## config.mk

```make
export PLATFORM = sky130hd
export DESIGN_NAME = uart_rx_param
export DESIGN_NICKNAME = d
export VERILOG_FILES = /design/src/rtl/uart_rx_param.sv
export SDC_FILE = /design/constraint.sdc
export NUM_CORES = 1
export LEC_CHECK = 0
export CELL_PAD_IN_SITES_DETAIL_PLACEMENT = 0
export CELL_PAD_IN_SITES_GLOBAL_PLACEMENT = 2
export CORE_MARGIN = 2
export CORE_UTILIZATION = 41
export CTS_CLUSTER_DIAMETER = 80
export DETAILED_ROUTE_END_ITERATION = 7
export DONT_BUFFER_PORTS = 1
export PLACE_DENSITY = 0.84
export SLEW_MARGIN = 0
export SYNTH_ARGS = -nofsm -noshare
export SYNTH_HDL_FRONTEND = slang
export SYNTH_SLANG_ARGS = --single-unit
```

## constraint.sdc

```tcl
create_clock -name clk -period 2.2 [get_ports clk]
set_input_delay 0.44 -clock clk [delete_from_list [all_inputs] [get_ports clk]]
set_output_delay 0.44 -clock clk [all_outputs]
set_load 0.05 [all_outputs]
```

## src/rtl/uart_rx_param.sv

```systemverilog
// uart_rx_param: oversampled UART receiver with 2-of-3 majority voting, configurable
// frame format, parity/framing/overrun reporting and a one-entry valid/ready register.
module uart_rx_param #(
    parameter int DATA_BITS    = 8,
    parameter int CLKS_PER_BIT = 4,
    parameter int PARITY_MODE  = 0,
    parameter int STOP_BITS    = 1
) (
    input  logic                 clk,
    input  logic                 rst_n,
    input  logic                 SerDataIn,
    output logic [DATA_BITS-1:0] rx_data,
    output logic                 rx_valid,
    input  logic                 rx_ready,
    output logic                 parity_err,
    output logic                 frame_err,
    output logic                 overrun,
    output logic                 busy
);

    localparam int CNT_W = $clog2(CLKS_PER_BIT);
    localparam int IDX_W = $clog2(DATA_BITS);
    localparam int MID   = CLKS_PER_BIT / 2;

    localparam logic [CNT_W-1:0] CNT_ONE   = CNT_W'(1);
    localparam logic [CNT_W-1:0] CNT_S0    = CNT_W'(MID - 1);
    localparam logic [CNT_W-1:0] CNT_S1    = CNT_W'(MID);
    localparam logic [CNT_W-1:0] CNT_DEC   = CNT_W'(MID + 1);
    localparam logic [CNT_W-1:0] CNT_LAST  = CNT_W'(CLKS_PER_BIT - 1);
    localparam logic [IDX_W-1:0] IDX_ONE   = IDX_W'(1);
    localparam logic [IDX_W-1:0] IDX_LAST  = IDX_W'(DATA_BITS - 1);
    localparam logic             STOP_LAST = (STOP_BITS == 2) ? 1'b1 : 1'b0;

    typedef enum logic [2:0] {
        IDLE      = 3'd0,
        START     = 3'd1,
        DATA      = 3'd2,
        PARITY    = 3'd3,
        STOP      = 3'd4,
        WAIT_HIGH = 3'd5
    } state_t;

    function automatic logic majority3(input logic a, input logic b, input logic c);
        return (a & b) | (a & c) | (b & c);
    endfunction

    function automatic logic parity_error(input logic [DATA_BITS-1:0] d, input logic p);
        logic x;
        x = (^d) ^ p;
        if (PARITY_MODE == 1) begin
            return x;
        end else if (PARITY_MODE == 2) begin
            return ~x;
        end else begin
            return 1'b0;
        end
    endfunction

    logic                 sync1_r, sync2_r, prev_r;
    state_t               state_r;
    logic [CNT_W-1:0]     cnt_r;
    logic [IDX_W-1:0]     idx_r;
    logic                 stop_idx_r;
    logic                 samp0_r, samp1_r;
    logic [DATA_BITS-1:0] shift_r;
    logic                 par_r;
    logic                 ferr_r;
    logic                 busy_r;
    logic [DATA_BITS-1:0] rx_data_r;
    logic                 rx_valid_r;
    logic                 parity_err_r;
    logic                 frame_err_r;
    logic                 overrun_r;

    logic fall_s, at_dec_s, at_end_s, vote_s, complete_s;
    logic frame_err_s, parity_err_s, accept_s;

    // Decision-point decode, majority vote and completion qualifiers
    always_comb begin
        fall_s       = prev_r & ~sync2_r;
        at_dec_s     = (cnt_r == CNT_DEC);
        at_end_s     = (cnt_r == CNT_LAST);
        vote_s       = majority3(samp0_r, samp1_r, sync2_r);
        complete_s   = (state_r == STOP) && at_dec_s && (stop_idx_r == STOP_LAST);
        frame_err_s  = ferr_r | ~vote_s;
        parity_err_s = parity_error(shift_r, par_r);
        accept_s     = ~rx_valid_r | rx_ready;
    end

    // Frame sequencer: synchroniser, bit timing, sampling and state transitions
    always_ff @(posedge clk or negedge rst_n) begin
        if (!rst_n) begin
            sync1_r    <= 1'b1;
            sync2_r    <= 1'b1;
            prev_r     <= 1'b1;
            state_r    <= IDLE;
            cnt_r      <= '0;
            idx_r      <= '0;
            stop_idx_r <= 1'b0;
            samp0_r    <= 1'b1;
            samp1_r    <= 1'b1;
            shift_r    <= '0;
            par_r      <= 1'b0;
            ferr_r     <= 1'b0;
            busy_r     <= 1'b0;
        end else begin
            sync1_r <= SerDataIn;
            sync2_r <= sync1_r;
            prev_r  <= sync2_r;
            if (cnt_r == CNT_S0) samp0_r <= sync2_r;
            if (cnt_r == CNT_S1) samp1_r <= sync2_r;
            case (state_r)
                IDLE: begin
                    cnt_r <= '0;
                    // The edge-detect cycle itself is bit cycle 0
                    if (fall_s) begin
                        state_r    <= START;
                        cnt_r      <= CNT_ONE;
                        idx_r      <= '0;
                        stop_idx_r <= 1'b0;
                        ferr_r     <= 1'b0;
                        busy_r     <= 1'b1;
                    end
                end
                START: begin
                    cnt_r <= cnt_r + CNT_ONE;
                    if (at_dec_s && vote_s) begin
                        state_r <= IDLE;
                        cnt_r   <= '0;
                        busy_r  <= 1'b0;
                    end else if (at_end_s) begin
                        state_r <= DATA;
                        cnt_r   <= '0;
                        idx_r   <= '0;
                    end
                end
                DATA: begin
                    cnt_r <= cnt_r + CNT_ONE;
                    if (at_dec_s) shift_r[idx_r] <= vote_s;
                    if (at_end_s) begin
                        cnt_r <= '0;
                        if (idx_r == IDX_LAST) begin
                            state_r <= (PARITY_MODE != 0) ? PARITY : STOP;
                        end else begin
                            idx_r <= idx_r + IDX_ONE;
                        end
                    end
                end
                PARITY: begin
                    cnt_r <= cnt_r + CNT_ONE;
                    if (at_dec_s) par_r <= vote_s;
                    if (at_end_s) begin
                        state_r <= STOP;
                        cnt_r   <= '0;
                    end
                end
                STOP: begin
                    cnt_r <= cnt_r + CNT_ONE;
                    // Last stop bit completes at its decision point to re-arm early
                    if (complete_s) begin
                        state_r <= frame_err_s ? WAIT_HIGH : IDLE;
                        busy_r  <= frame_err_s;
                        cnt_r   <= '0;
                    end else begin
                        if (at_dec_s && !vote_s) ferr_r <= 1'b1;
                        if (at_end_s) begin
                            cnt_r      <= '0;
                            stop_idx_r <= 1'b1;
                        end
                    end
                end
                WAIT_HIGH: begin
                    cnt_r <= '0;
                    if (sync2_r) begin
                        state_r <= IDLE;
                        busy_r  <= 1'b0;
                    end
                end
                default: begin
                    state_r <= IDLE;
                    cnt_r   <= '0;
                    busy_r  <= 1'b0;
                end
            endcase
        end
    end

    // Holding register: load on completion when free or draining, otherwise flag overrun
    always_ff @(posedge clk or negedge rst_n) begin
        if (!rst_n) begin
            rx_data_r    <= '0;
            rx_valid_r   <= 1'b0;
            parity_err_r <= 1'b0;
            frame_err_r  <= 1'b0;
            overrun_r    <= 1'b0;
        end else begin
            overrun_r <= 1'b0;
            if (complete_s) begin
                if (accept_s) begin
                    rx_data_r    <= shift_r;
                    rx_valid_r   <= 1'b1;
                    parity_err_r <= parity_err_s;
                    frame_err_r  <= frame_err_s;
                end else begin
                    overrun_r <= 1'b1;
                end
            end else if (rx_valid_r && rx_ready) begin
                rx_valid_r <= 1'b0;
            end
        end
    end

    assign rx_data    = rx_data_r;
    assign rx_valid   = rx_valid_r;
    assign parity_err = parity_err_r;
    assign frame_err  = frame_err_r;
    assign overrun    = overrun_r;
    assign busy       = busy_r;

endmodule
```

### Word level (Yosys, flattened, before mapping)

Index checks and enable logic that the tools add are counted.

| storage, ports and cells | value |
|---|---|
| memories | 0 |
| output and inout bits | 13 |
| RAM bits | 0 |
| bits of input ports | 4 |
| ROM bits | 0 |
| word-level logic and storage cells | 118 |
| bits in registers | 35 |
| bits in latches | 0 |

| cells by class | value |
|---|---|
| magnitude comparators | 2 |
| shifts and indexed selects | 0 |
| multiplexer cells | 41 |
| equality and inequality tests | 24 |
| bitwise logic cells | 13 |
| add/sub/neg operators | 2 |
| divide/modulo/power cells | 0 |
| reduce and logical (&&, ||, !) cells | 20 |
| multipliers | 0 |

Operators by type and width:

| cell | number |
|---|---|
| $mux 3 | 14 |
| $ne 2x2->1 const B | 12 |
| $pmux 3 s6 | 1 |
| $mux 1 | 16 |
| $eq 3x3->1 const B | 3 |
| $pmux 3 s3 | 1 |
| $bwmux 8 | 1 |
| $pmux 2 s4 | 1 |
| $reduce_and 4->1 | 2 |
| $reduce_and 7->1 | 1 |
| $eq 3x2->1 const B | 2 |
| $logic_and 1x1->1 | 6 |
| $mux 2 | 3 |
| $reduce_and 2->1 | 3 |
| $reduce_and 6->1 | 1 |
| $not 1->1 | 5 |
| $pmux 1 s5 | 1 |
| $reduce_and 5->1 | 1 |
| $and 1x1->1 | 4 |
| $eq 2x2->1 const B | 2 |
| $lt 3x4->1 const B | 1 |
| $ne 2x1->1 const B | 2 |
| $or 1x1->1 | 4 |
| $pmux 1 s2 | 2 |
| 12 further kinds | 13 |

### Depth between registers and ports, before layout

Gate-level depths: netlist of run 1.

| depth | value |
|---|---|
| depth in word-level cells | 8 |
| mapped depth | 6 |
| mapped depth without buffers | 5 |

### Worst setup path before layout of run 1

No wires, ideal clock.

| path | value |
|---|---|
| path kind | flip-flop to flip-flop |
| start point | register cnt_r[0] |
| end point | register idx_r[0] |
| path buffers | 1 |
| clock period less this slack | 1.675 ns |
| arrival time | 1.551 ns |
| required time | 2.075 ns |
| setup time | 0.125 ns |
| cell stages (with the launch flop) | 7 |
| path slack | 0.525 ns |
| cell sequence | dfrtp_1 -> ha_1 -> buf_2 -> nand2_1 -> o22ai_1 -> a21oi_1 -> mux2_2 |

| between the ends | value |
|---|---|
| longest elaborated chain between the ends | 4 |
| elaborated cells between the ends (all ways) | 6 |
| those cells by class | eq/ne: 4; reduce/logical: 2 |

RTL lines:

| element | line | RTL |
|---|---|---|
| start: declaration | 61 | `logic [CNT_W-1:0] cnt_r;` |
| start signal: assignment | 126 | `cnt_r <= cnt_r + CNT_ONE;` |
| start signal: assignment | 138 | `cnt_r <= cnt_r + CNT_ONE;` |
| start signal: assignment | 150 | `cnt_r <= cnt_r + CNT_ONE;` |
| $eq 2x2->1 * | 81, 82 |  |
| $logic_and 1x1->1 | 127 | `if (at_dec_s && vote_s) begin` |
| $ne 2x2->1 (no line) | n/a |  |
| $reduce_and 6->1 (no line) * | n/a |  |
| end signal: assignment | 145 | `idx_r <= idx_r + IDX_ONE;` |
| end: declaration | 62 | `logic [IDX_W-1:0] idx_r;` |

Mark *: on every way between the ends. The rest lies on a longest branch, timed or not.
A chain may end at the register's enable or synchronous reset.

### Final worst setup path of run 1

| path | value |
|---|---|
| start point | register cnt_r[0] |
| end point | register rx_data_r[4] (netlist: rx_data[4]) |

| between the ends | value |
|---|---|
| longest elaborated chain between the ends | 4 |

RTL lines:

| element | line | RTL |
|---|---|---|
| $eq 2x2->1 | 81 | `at_dec_s = (cnt_r == CNT_DEC);` |
| $logic_and 1x1->1 (2 in a row) | 84 | `complete_s = (state_r == STOP) && at_dec_s && (stop_idx_r == STOP_LAST);` |
| $reduce_and 2->1 (no line) | n/a |  |
| end signal: assignment | 200 | `rx_data_r <= shift_r;` |
| end: declaration | 69 | `logic [DATA_BITS-1:0] rx_data_r;` |

Every way passes these cells.

==> qor.yml, run 1 <==
clock_tree:
  cts_num_sinks: 35
  cts_resized: 0
  htree_levels: 2
  cts_root_buffer: "clkbuf_8"
  insertion_delay_ns: 0.29
  cts_buffers: 5
  cts.clk_slew.worst_paths_ns: 0.07
  clockBufferDepth: 2
  cts_tree: "built"
die:
  rows: 23
  die_area_sq_um: 4560
  die_w_um: 67.5
  ios: 17
  core_sq_um: 3940
  start_util_pct: 42.0
  dieHeight_um: 67.5
final_layout:
  syn_to_final_growth_pct: 13.1
  multiInputGateArea_sq_um: 722
  final_common_cell: "dfrtp_1"
  seq_area_sq_um: 882
  design_area_sq_um: 1870
  fin_nets: 155
  antenna_cells: 0
  fill_cells: 345
  final_cell_mix: "dfrtp_1 (30), mux2_2 (21), nand2_1 (9)"
  drive_above_1_share_pct: 28.8
hold_path:
  hp-class: "input pin to flip-flop"
place:
  dp_hpwl_um: 2070
  placed_area_sq_um: 1700
  port_buffers: 0
  place_congestion: 0.747
global_routing:
  grt_pass1_wl_um: 4840
  track_usage_pct: 14.5
  grt_pass1_vias: 1043
  grt_max_degree: 36
  antenna_found_initial: 0
  gr-total-overflow: 0
synth:
  ys.flop_type: "dfrtp_1"
  avgSynthCellArea_sq_um: 11.8
  syn_nets: 150
  netlist_area_sq_um: 1650
  async_flop_share_pct: 100
  synth_edf_count: 0
  synth_warnings: 0
  synth-seq-area-share_pct: 53.3
  postSynthCellCount: 140
  ys_types: 42
  ys_ff_latch: 35
route:
  routed_wirelength_um: 2870
  drt-initial-drc-count: 22
  drt_pass1_iterations: 4
  vias: 1042
  ant_nets: 0
  post_drt_wl_per_cell_um: 14.7
  vias_per_cell: 5.32
  drc: 0
sta:
  final.min_clock_period_ns: 1.87
  drv_slew: 0
  setup_viol_count_final: 0
  fmax_mhz: 535
  setup_tns_ns: 0
  hold_viol_final: 0
  skew_ns: 0.00590
  rsz0062_at_grt: "no"
  post-route-period-util_pct: 85.0
power:
  peakVddDrop_mv: 0.608
  p_leak_nw: 0.865
  p_per_area_nw_per_um2: 1330
  finalPower_w: 0.00249
setup_path:
  path_class: "flip-flop to flip-flop"
  critical_path_required_ns: 2.37
  cp-start-kind: "flip-flop"
  critPathMaxFanout: 11
  arrival_ns: 2.04
  r2r_setup_slack_ns: 0.33
  crit_path_end_kind: "flip-flop"
flow_run:
  maxCapViolations: 0
run_status:
  outcome: "completed"
path summary, 6_finish.rpt:
path,start,to,depth (start not counted)
setup / recovery,cnt_r[0]$_DFF_PN0_,rx_data[4]$_DFFE_PN0P_,4
hold / removal,SerDataIn,sync1_r$_DFF_PN1_,0
setup reg to reg,cnt_r[0]$_DFF_PN0_,rx_data[4]$_DFFE_PN0P_,4
hold reg to reg,sync1_r$_DFF_PN1_,sync2_r$_DFF_PN1_,0
max in group asynchronous,rst_n,prev_r$_DFF_PN1_,2
min in group asynchronous,rst_n,frame_err$_DFFE_PN0P_,2
cell families (layout without fill, tap and decap cells):
group	after synthesis	after routing	share of synthesized area [%]
compound gates	18	18	7.49
xor+xnor	1	1	0.530
fa+ha+maj	7	7	5.22
buf+inv	11	17	3.03
flops	35	35	53.3
mux	21	21	14.3
other cells	1	1	0.227
simple gates	46	46	15.9
flip-flops by register name (all words and copies together) (netlist names), 2 cells and up:
name	flops
idx_r	3
shift_r	8
state_r	3
rx_data	8
cnt_r	2
what timing repair did:
| action | in CTS | in global routing |
|---|---|---|
| hold buffers | 2 | 0 |
| setup buffers | 0 | 0 |
| endpoints found under the hold margin | 35 | 0 |
cell usage after synthesis (2+ instances only):
cell | instances | share of area [%]
a21o_1 | 2 | 0.91
a21oi_1 | 2 | 0.61
buf_2 | 4 | 1.2
clkbuf_1 | 2 | 0.45
dfrtp_1 | 30 | 45
dfstp_2 | 5 | 7.9
ha_1 | 6 | 4.5
inv_1 | 4 | 0.91
mux2_2 | 21 | 14
nand2_1 | 9 | 2.0
nand2b_1 | 5 | 1.9
nand3_1 | 2 | 0.61
nand4_1 | 2 | 0.76
nor2_1 | 8 | 1.8
nor2b_1 | 2 | 0.76
nor3_1 | 5 | 1.5
nor3b_1 | 2 | 0.91
o21ai_0 | 4 | 1.2
o22ai_1 | 2 | 0.76
stage by stage:
stage	instances	hold slack (ns)	setup WS, ns	util [%]
5_1_grt	196	0.136	0.185	47.4
3_3_place_gp	186	0.145	0.383	43.2
6_report	196	0.147	0.330	47.4
2_1_floorplan	140	0.144	0.525	-
4_1_cts	196	0.139	0.321	47.4
3_5_place_dp	186	0.145	0.341	43.2
layer usage:
layer / track usage (%) / vias up / share of wire (%) / wire (um)
met5: 0 / - / 0 / 0
met4: 6.12 / 0 / 1.6 / 45
met3: 4.33 / 4 / 3.6 / 102
met2: 20.6 / 14 / 46 / 1330
met1: 20.3 / 521 / 49 / 1400
li1: - / 503 / - / -
area by class of cell:
cell class | instances | area share (%)
flip-flops and latches | 35 | 47.2
multi-input cells | 94 | 38.6
clock buffers | 5 | 3.68
clock inverters | 3 | 3.61
well taps | 50 | 3.34
repair buffers | 5 | 2.81
inverters | 4 | 0.803
power by group:
group	leakage, nW	internal (W)	switching (W)
combinational	0.350	0.000385	0.000365
clock	0.0644	0.000452	0.000234
sequential	0.451	0.000823	0.000227
worst max-delay path: stages (launching register included):
cell and delay (ns):
dfrtp_1 0.43, ha_1 0.41, and2b_1 0.24, nand4_2 0.30, mux2_2 0.38
Power figures use the tool's default switching activity.
==> run 2, diff against run 1 <==
Settings changed: CORE_UTILIZATION 41 to 37, PLACE_DENSITY 0.84 to 0.81.
Clock period 2.2 ns to 1.6 ns, I/O delays scaled along.
==> run 2 against run 1 <==
- critical path depth unchanged
- routed wire length rose by 15%
- maximum frequency rose by 19%
- critical endpoint is now idx_r[0]$_DFFE_PN0P_
==> qor.yml, run 2 (synthesized netlist as in run 1, its figures left out) <==
run_status:
  outcome: "completed"  # unchanged
final_layout:
  final_common_cell: "dfrtp_1"  # unchanged
  syn_to_final_growth_pct: 22.9  # was 13.1%
  antenna_cells: 0  # unchanged
  final_cells: 217  # was 196
  drive_above_1_share_pct: 41.8  # was 28.8%
  final_cell_mix: "dfrtp_1 (29), mux2_2 (21), buf_4 (21)"  # was dfrtp_1 (30), mux2_2 (21), nand2_1 (9)
  fin_nets: 174  # was 155
  design_area_sq_um: 2030  # was 1870 sq um
global_routing:
  grt_pass1_vias: 1133  # was 1043
  gr-total-overflow: 0  # unchanged
  grt_max_degree: 36  # unchanged
  grt_pass1_wl_um: 5420  # was 4840 um
  track_usage_pct: 14.0  # was 14.5%
  antenna_found_initial: 0  # unchanged
setup_path:
  max_stage_delay_ns: 0.58  # was 0.43 ns
  path_class: "flip-flop to flip-flop"  # unchanged
  slowest_stage: "dfstp_2"  # was dfrtp_1
  cp_top_family: "flip-flops"  # was simple AND/OR/NAND/NOR gates
  cp_cell_sequence: "maj3_2 -> nor2_1 -> a21oi_2 -> mux2_2"  # was ha_1 -> and2b_1 -> nand4_2 -> mux2_2
  critPathMaxFanout: 5  # was 11
  arrival_ns: 1.75  # was 2.04 ns
  crit_buf_inv: 0  # unchanged
  r2r_cells: 4  # unchanged
  cp-start-kind: "flip-flop"  # unchanged
  cp.depth: 4  # unchanged
  critical_path_required_ns: 1.77  # was 2.37 ns
  crit_path_end_kind: "flip-flop"  # unchanged
die:
  die_w_um: 70.9  # was 67.5 um
  ios: 17  # unchanged
  die_area_sq_um: 5020  # was 4560 sq um
  core_sq_um: 4320  # was 3940 sq um
  start_util_pct: 38.3  # was 42.0%
  dieHeight_um: 70.9  # was 67.5 um
  rows: 24  # was 23
power:
  p_leak_nw: 0.967  # was 0.865 nW
  peakVddDrop_mv: 0.708  # was 0.608 mV
  finalPower_w: 0.00345  # was 0.00249 W
  p_per_area_nw_per_um2: 1690  # was 1330 nW/um^2
sta:
  drv_slew: 0  # unchanged
  post-route-period-util_pct: 98.6  # was 85.0%
  skew_ns: 0.00289  # was 0.00590 ns
  fmax_mhz: 634  # was 535 MHz
  fin_hold_ws_ns: 0.0284  # was 0.147 ns
  setup_viol_count_final: 0  # unchanged
  hold_viol_final: 0  # unchanged
  setup_tns_ns: 0  # unchanged
  rsz0062_at_grt: "yes"  # was no
  final.min_clock_period_ns: 1.58  # was 1.87 ns
route:
  post_drt_wl_per_cell_um: 15.2  # was 14.7 um
  vias_per_cell: 5.29  # was 5.32
  top_layer: "met4"  # unchanged
  vias: 1147  # was 1042
  ant_nets: 0  # unchanged
  wl_met1_um: 1470  # was 1400 um
  routed-wl-met3_um: 79  # was 102 um
  drc: 0  # unchanged
  drt-initial-drc-count: 61  # was 22
  routed_wirelength_um: 3300  # was 2870 um
  drt_pass1_iterations: 4  # unchanged
  wl_met2_um: 1650  # was 1330 um
clock_tree:
  insertion_delay_ns: 0.28  # was 0.29 ns
  cts_tree: "built"  # unchanged
  cts_buffers: 5  # unchanged
  cts_num_sinks: 35  # unchanged
  cts_root_buffer: "clkbuf_8"  # unchanged
  htree_levels: 2  # unchanged
  cts.clk_slew.worst_paths_ns: 0.07  # about the same
  clockBufferDepth: 2  # unchanged
hold_path:
  hold_depth: 0  # unchanged
  hp-class: "input pin to flip-flop"  # unchanged
place:
  port_buffers: 0  # unchanged
  dp_hpwl_um: 2280  # was 2070 um
  placedCellCount: 205  # was 186
  place_congestion: 0.844  # was 0.747
  placed_area_sq_um: 1850  # was 1700 sq um
flow_run:
  maxCapViolations: 0  # unchanged
[run 2: final cells by class]
cell class                 instances  area, sq um
sequential                        35          883
fill                             417         2290
clock inverter                     1         5.00
clock buffer                       7         76.3
tap                               52         65.1
inverter                           4         15.0
timing repair buffer              23          188
multi-input combinational         95          801
[run 2: power breakdown]
part           internal [W]  switching [W]
Sequential          0.00114       0.000211
Clock              0.000305       0.000293
Combinational      0.000758       0.000742
Total               0.00220        0.00125
[run 2: metal layers]
layer | vias up | global-route usage [%]
li1 | 543 | -
met1 | 583 | 17.9
met2 | 13 | 22.4
met3 | 8 | 2.99
met4 | 0 | 6.92
met5 | - | 0
[run 2: through the flow]
step / setup slack [ns] / util (%)
after floorplan: 0.00138 / -
after global placement: 0.0307 / 42.8
after detailed placement: -0.0345 / 42.8
after CTS: 0.0105 / 45.4
after global routing: -0.0235 / 47.0
final: 0.0227 / 47.0
[run 2: final timing paths]
path / start / end / slack, ns
worst max-delay path: sync2_r$_DFF_PN1_ / idx_r[0]$_DFFE_PN0P_ / 0.02
worst min-delay path: SerDataIn / sync1_r$_DFF_PN1_ / 0.03
worst max register to register: sync2_r$_DFF_PN1_ / idx_r[0]$_DFFE_PN0P_ / 0.02
worst min register to register: sync1_r$_DFF_PN1_ / sync2_r$_DFF_PN1_ / 0.38
max in group asynchronous: rst_n / samp1_r$_DFFE_PN1N_ / 0.88
min in group asynchronous: rst_n / cnt_r[1]$_DFF_PN0_ / 0.47
[run 2: timing repair]
action                                  4_1_cts  5_1_grt
hold buffers                                  2        0
hold endpoints to repair                     35        0
gates resized for setup                       1        9
endpoints found under the setup margin        8       14
gates cloned                                  0        1
buffers inserted                              0        1
pin swaps                                     0        3
==> run 3, diff against run 2 <==
Settings changed: SETUP_SLACK_MARGIN set to 0.5.
==> run 3 against run 2 <==
- the flow now finishes with violations (negative hold slack)
- worst setup slack gained 0.057 ns
- cell area grew 21%
- largest power group unchanged
- cell count rose by 6.0%
- die area unchanged
- routed wire length grew 22%
- highest routed layer unchanged
- maximum frequency up 3.7%
- hold slack got worse by 0.31 ns
- first-iteration DRC count shrank 39%
- largest cell class is now multi-input combinational cells
- clock skew is 0.0046 ns higher
- global-route usage grew 2.0 points
- clock power increased by 17%
==> qor.yml, run 3 (synthesized netlist as in run 1, its figures left out) <==
final_layout:
  syn_to_final_growth_pct: 48.5  # was 22.9%
  fin_nets: 187  # was 174
  antenna_cells: 0  # unchanged
  multiInputGateArea_sq_um: 1050  # was 801 sq um
  final_common_cell: "buf_4"  # was dfrtp_1
  fill_cells: 354  # was 417
  seq_area_sq_um: 900  # was 883 sq um
  drive_above_1_share_pct: 70.2  # was 41.8%
  final_cell_mix: "buf_4 (23), dfrtp_1 (16), dfrtp_2 (14)"  # was dfrtp_1 (29), mux2_2 (21), buf_4 (21)
setup_path:
  crit_path_end_kind: "flip-flop"  # unchanged
  critPathMaxFanout: 6  # was 5
  critical_path_required_ns: 1.81  # was 1.77 ns
  arrival_ns: 1.74  # was 1.75 ns
  path_class: "flip-flop to flip-flop"  # unchanged
  cp-start-kind: "flip-flop"  # unchanged
sta:
  fin_hold_ws_ns: -0.280  # was 0.0284 ns
  setup_viol_count_final: 0  # unchanged
  skew_ns: 0.00752  # was 0.00289 ns
  final.setup.worst_slack_ns: 0.0797  # was 0.0227 ns
  hold_viol_final: 35  # was 0
  rsz0062_at_grt: "yes"  # unchanged
  fmax_mhz: 658  # was 634 MHz
  setup_tns_ns: 0  # unchanged
  post-route-period-util_pct: 95.0  # was 98.6%
  final.min_clock_period_ns: 1.52  # was 1.58 ns
  drv_slew: 0  # unchanged
clock_tree:
  cts.clk_slew.worst_paths_ns: 0.07  # about the same
  cts_tree: "built"  # unchanged
  insertion_delay_ns: 0.29  # was 0.28 ns
  cts_buffers: 5  # unchanged
  cts_num_sinks: 35  # unchanged
  htree_levels: 2  # unchanged
  clockBufferDepth: 2  # unchanged
  cts_root_buffer: "clkbuf_8"  # unchanged
power:
  peakVddDrop_mv: 1.08  # was 0.708 mV
  p_per_area_nw_per_um2: 1850  # was 1690 nW/um^2
  p_leak_nw: 1.11  # was 0.967 nW
global_routing:
  track_usage_pct: 16.0  # was 14.0%
  grt_pass1_vias: 1276  # was 1133
  grt_pass1_wl_um: 6160  # was 5420 um
  antenna_found_initial: 0  # unchanged
  grt_max_degree: 36  # unchanged
  gr-total-overflow: 0  # unchanged
die:
  dieHeight_um: 70.9  # unchanged
  ios: 17  # unchanged
  die_area_sq_um: 5020  # unchanged
  die_w_um: 70.9  # unchanged
  start_util_pct: 38.3  # unchanged
  rows: 24  # unchanged
  core_sq_um: 4320  # unchanged
place:
  place_congestion: 0.797  # was 0.844
  pre_cts_slack_ns: 0.0440  # was -0.0345 ns
  port_buffers: 0  # unchanged
  dp_hpwl_um: 2300  # was 2280 um
run_status:
  outcome: "complete, but fails checks"  # was completed
  violations: "negative hold slack"
hold_path:
  hp-class: "input pin to asynchronous set/reset pin"  # was input pin to flip-flop
route:
  drt_pass1_iterations: 4  # unchanged
  drt-initial-drc-count: 37  # was 61
  vias_per_cell: 5.40  # was 5.29
  ant_nets: 0  # unchanged
  post_drt_wl_per_cell_um: 17.6  # was 15.2 um
  vias: 1243  # was 1147
  routed_wirelength_um: 4040  # was 3300 um
  drc: 0  # unchanged
flow_run:
  maxCapViolations: 0  # unchanged
==> run 3: cell count changes in the layout (fill, tap and decap cells not counted), moves of 3 or more <==
cell | before | now
mux2_2 | 21 | 9
nand2_1 | 8 | 4
ha_4 | 1 | 4
mux2_4 | 0 | 12
ha_1 | 4 | 0
buf_6 | 0 | 13
nor2_1 | 8 | 4
nand2_2 | 1 | 4
dfrtp_2 | 1 | 14
dfrtp_1 | 29 | 16
==> run 3: what timing repair did <==
item | 4_1_cts | 5_1_grt
resized for setup | 43 | 47
pin swaps | 13 | 23
endpoints found under the setup margin | 44 | 44
endpoints found under the hold margin | 35 | 35
setup buffers | 8 | 9
gates cloned | 1 | 0
==> run 3: through the flow <==
| stage | cells | area [sq um] | utilization (%) | total power [W] |
|---|---|---|---|---|
| 5_1_grt | 230 | 2460 | 56.8 | 0.00480 |
| 6_report | 230 | 2460 | 56.8 | 0.00454 |
| 3_5_place_dp | 204 | 1870 | 43.2 | 0.00284 |
| 2_1_floorplan | 140 | 1710 | - | 0.00235 |
| 4_1_cts | 221 | 2210 | 51.1 | 0.00394 |
| 3_3_place_gp | 204 | 1870 | 43.2 | 0.00281 |
==> run 3: path summary, 6_finish.rpt <==
path / end / depth (start not counted) / startpoint / slack [ns]
worst max-delay path: cnt_r[1]$_DFF_PN0_ / 5 / state_r[0]$_DFFE_PN0P_ / 0.08
worst min register to register: sync2_r$_DFF_PN1_ / 0 / sync1_r$_DFF_PN1_ / 0.36
min in group clk: sync1_r$_DFF_PN1_ / 0 / SerDataIn / 0.02
max in group asynchronous: sync1_r$_DFF_PN1_ / 0 / rst_n / 1.69
worst max register to register: cnt_r[1]$_DFF_PN0_ / 5 / state_r[0]$_DFFE_PN0P_ / 0.08
worst min-delay path: busy$_DFFE_PN0P_ / 0 / rst_n / -0.28
==> run 3: power breakdown <==
group | total [W] | internal, W | switching, W
Sequential | 0.00143 | 0.00114 | 0.000284
Combinational | 0.00241 | 0.00133 | 0.00109
Clock | 0.000702 | 0.000393 | 0.000309
Total | 0.00454 | 0.00286 | 0.00168
==> run 3: layout make-up <==
type / instances / area share (%)
multi-input cells: 95 / 42.9
flip-flops and latches: 35 / 36.6
repair buffers: 36 / 13.0
clock buffers: 8 / 4.08
well taps: 52 / 2.65
inverters: 4 / 0.713
==> run 3: critical path: stages, from the launching register on <==
cell,delay [ns]
dfrtp_2,0.48
buf_4,0.16
buf_4,0.13
and4b_1,0.21
a311oi_2,0.26
nor2b_1,0.19
==> run 3: per-layer routing <==
metal	vias up	GRT usage, %	part of all wire, %
li1	572	-	-
met1	646	21.1	47
met2	18	24.8	49
met3	7	4.42	2.7
met4	0	6.71	1.6
met5	-	0	0
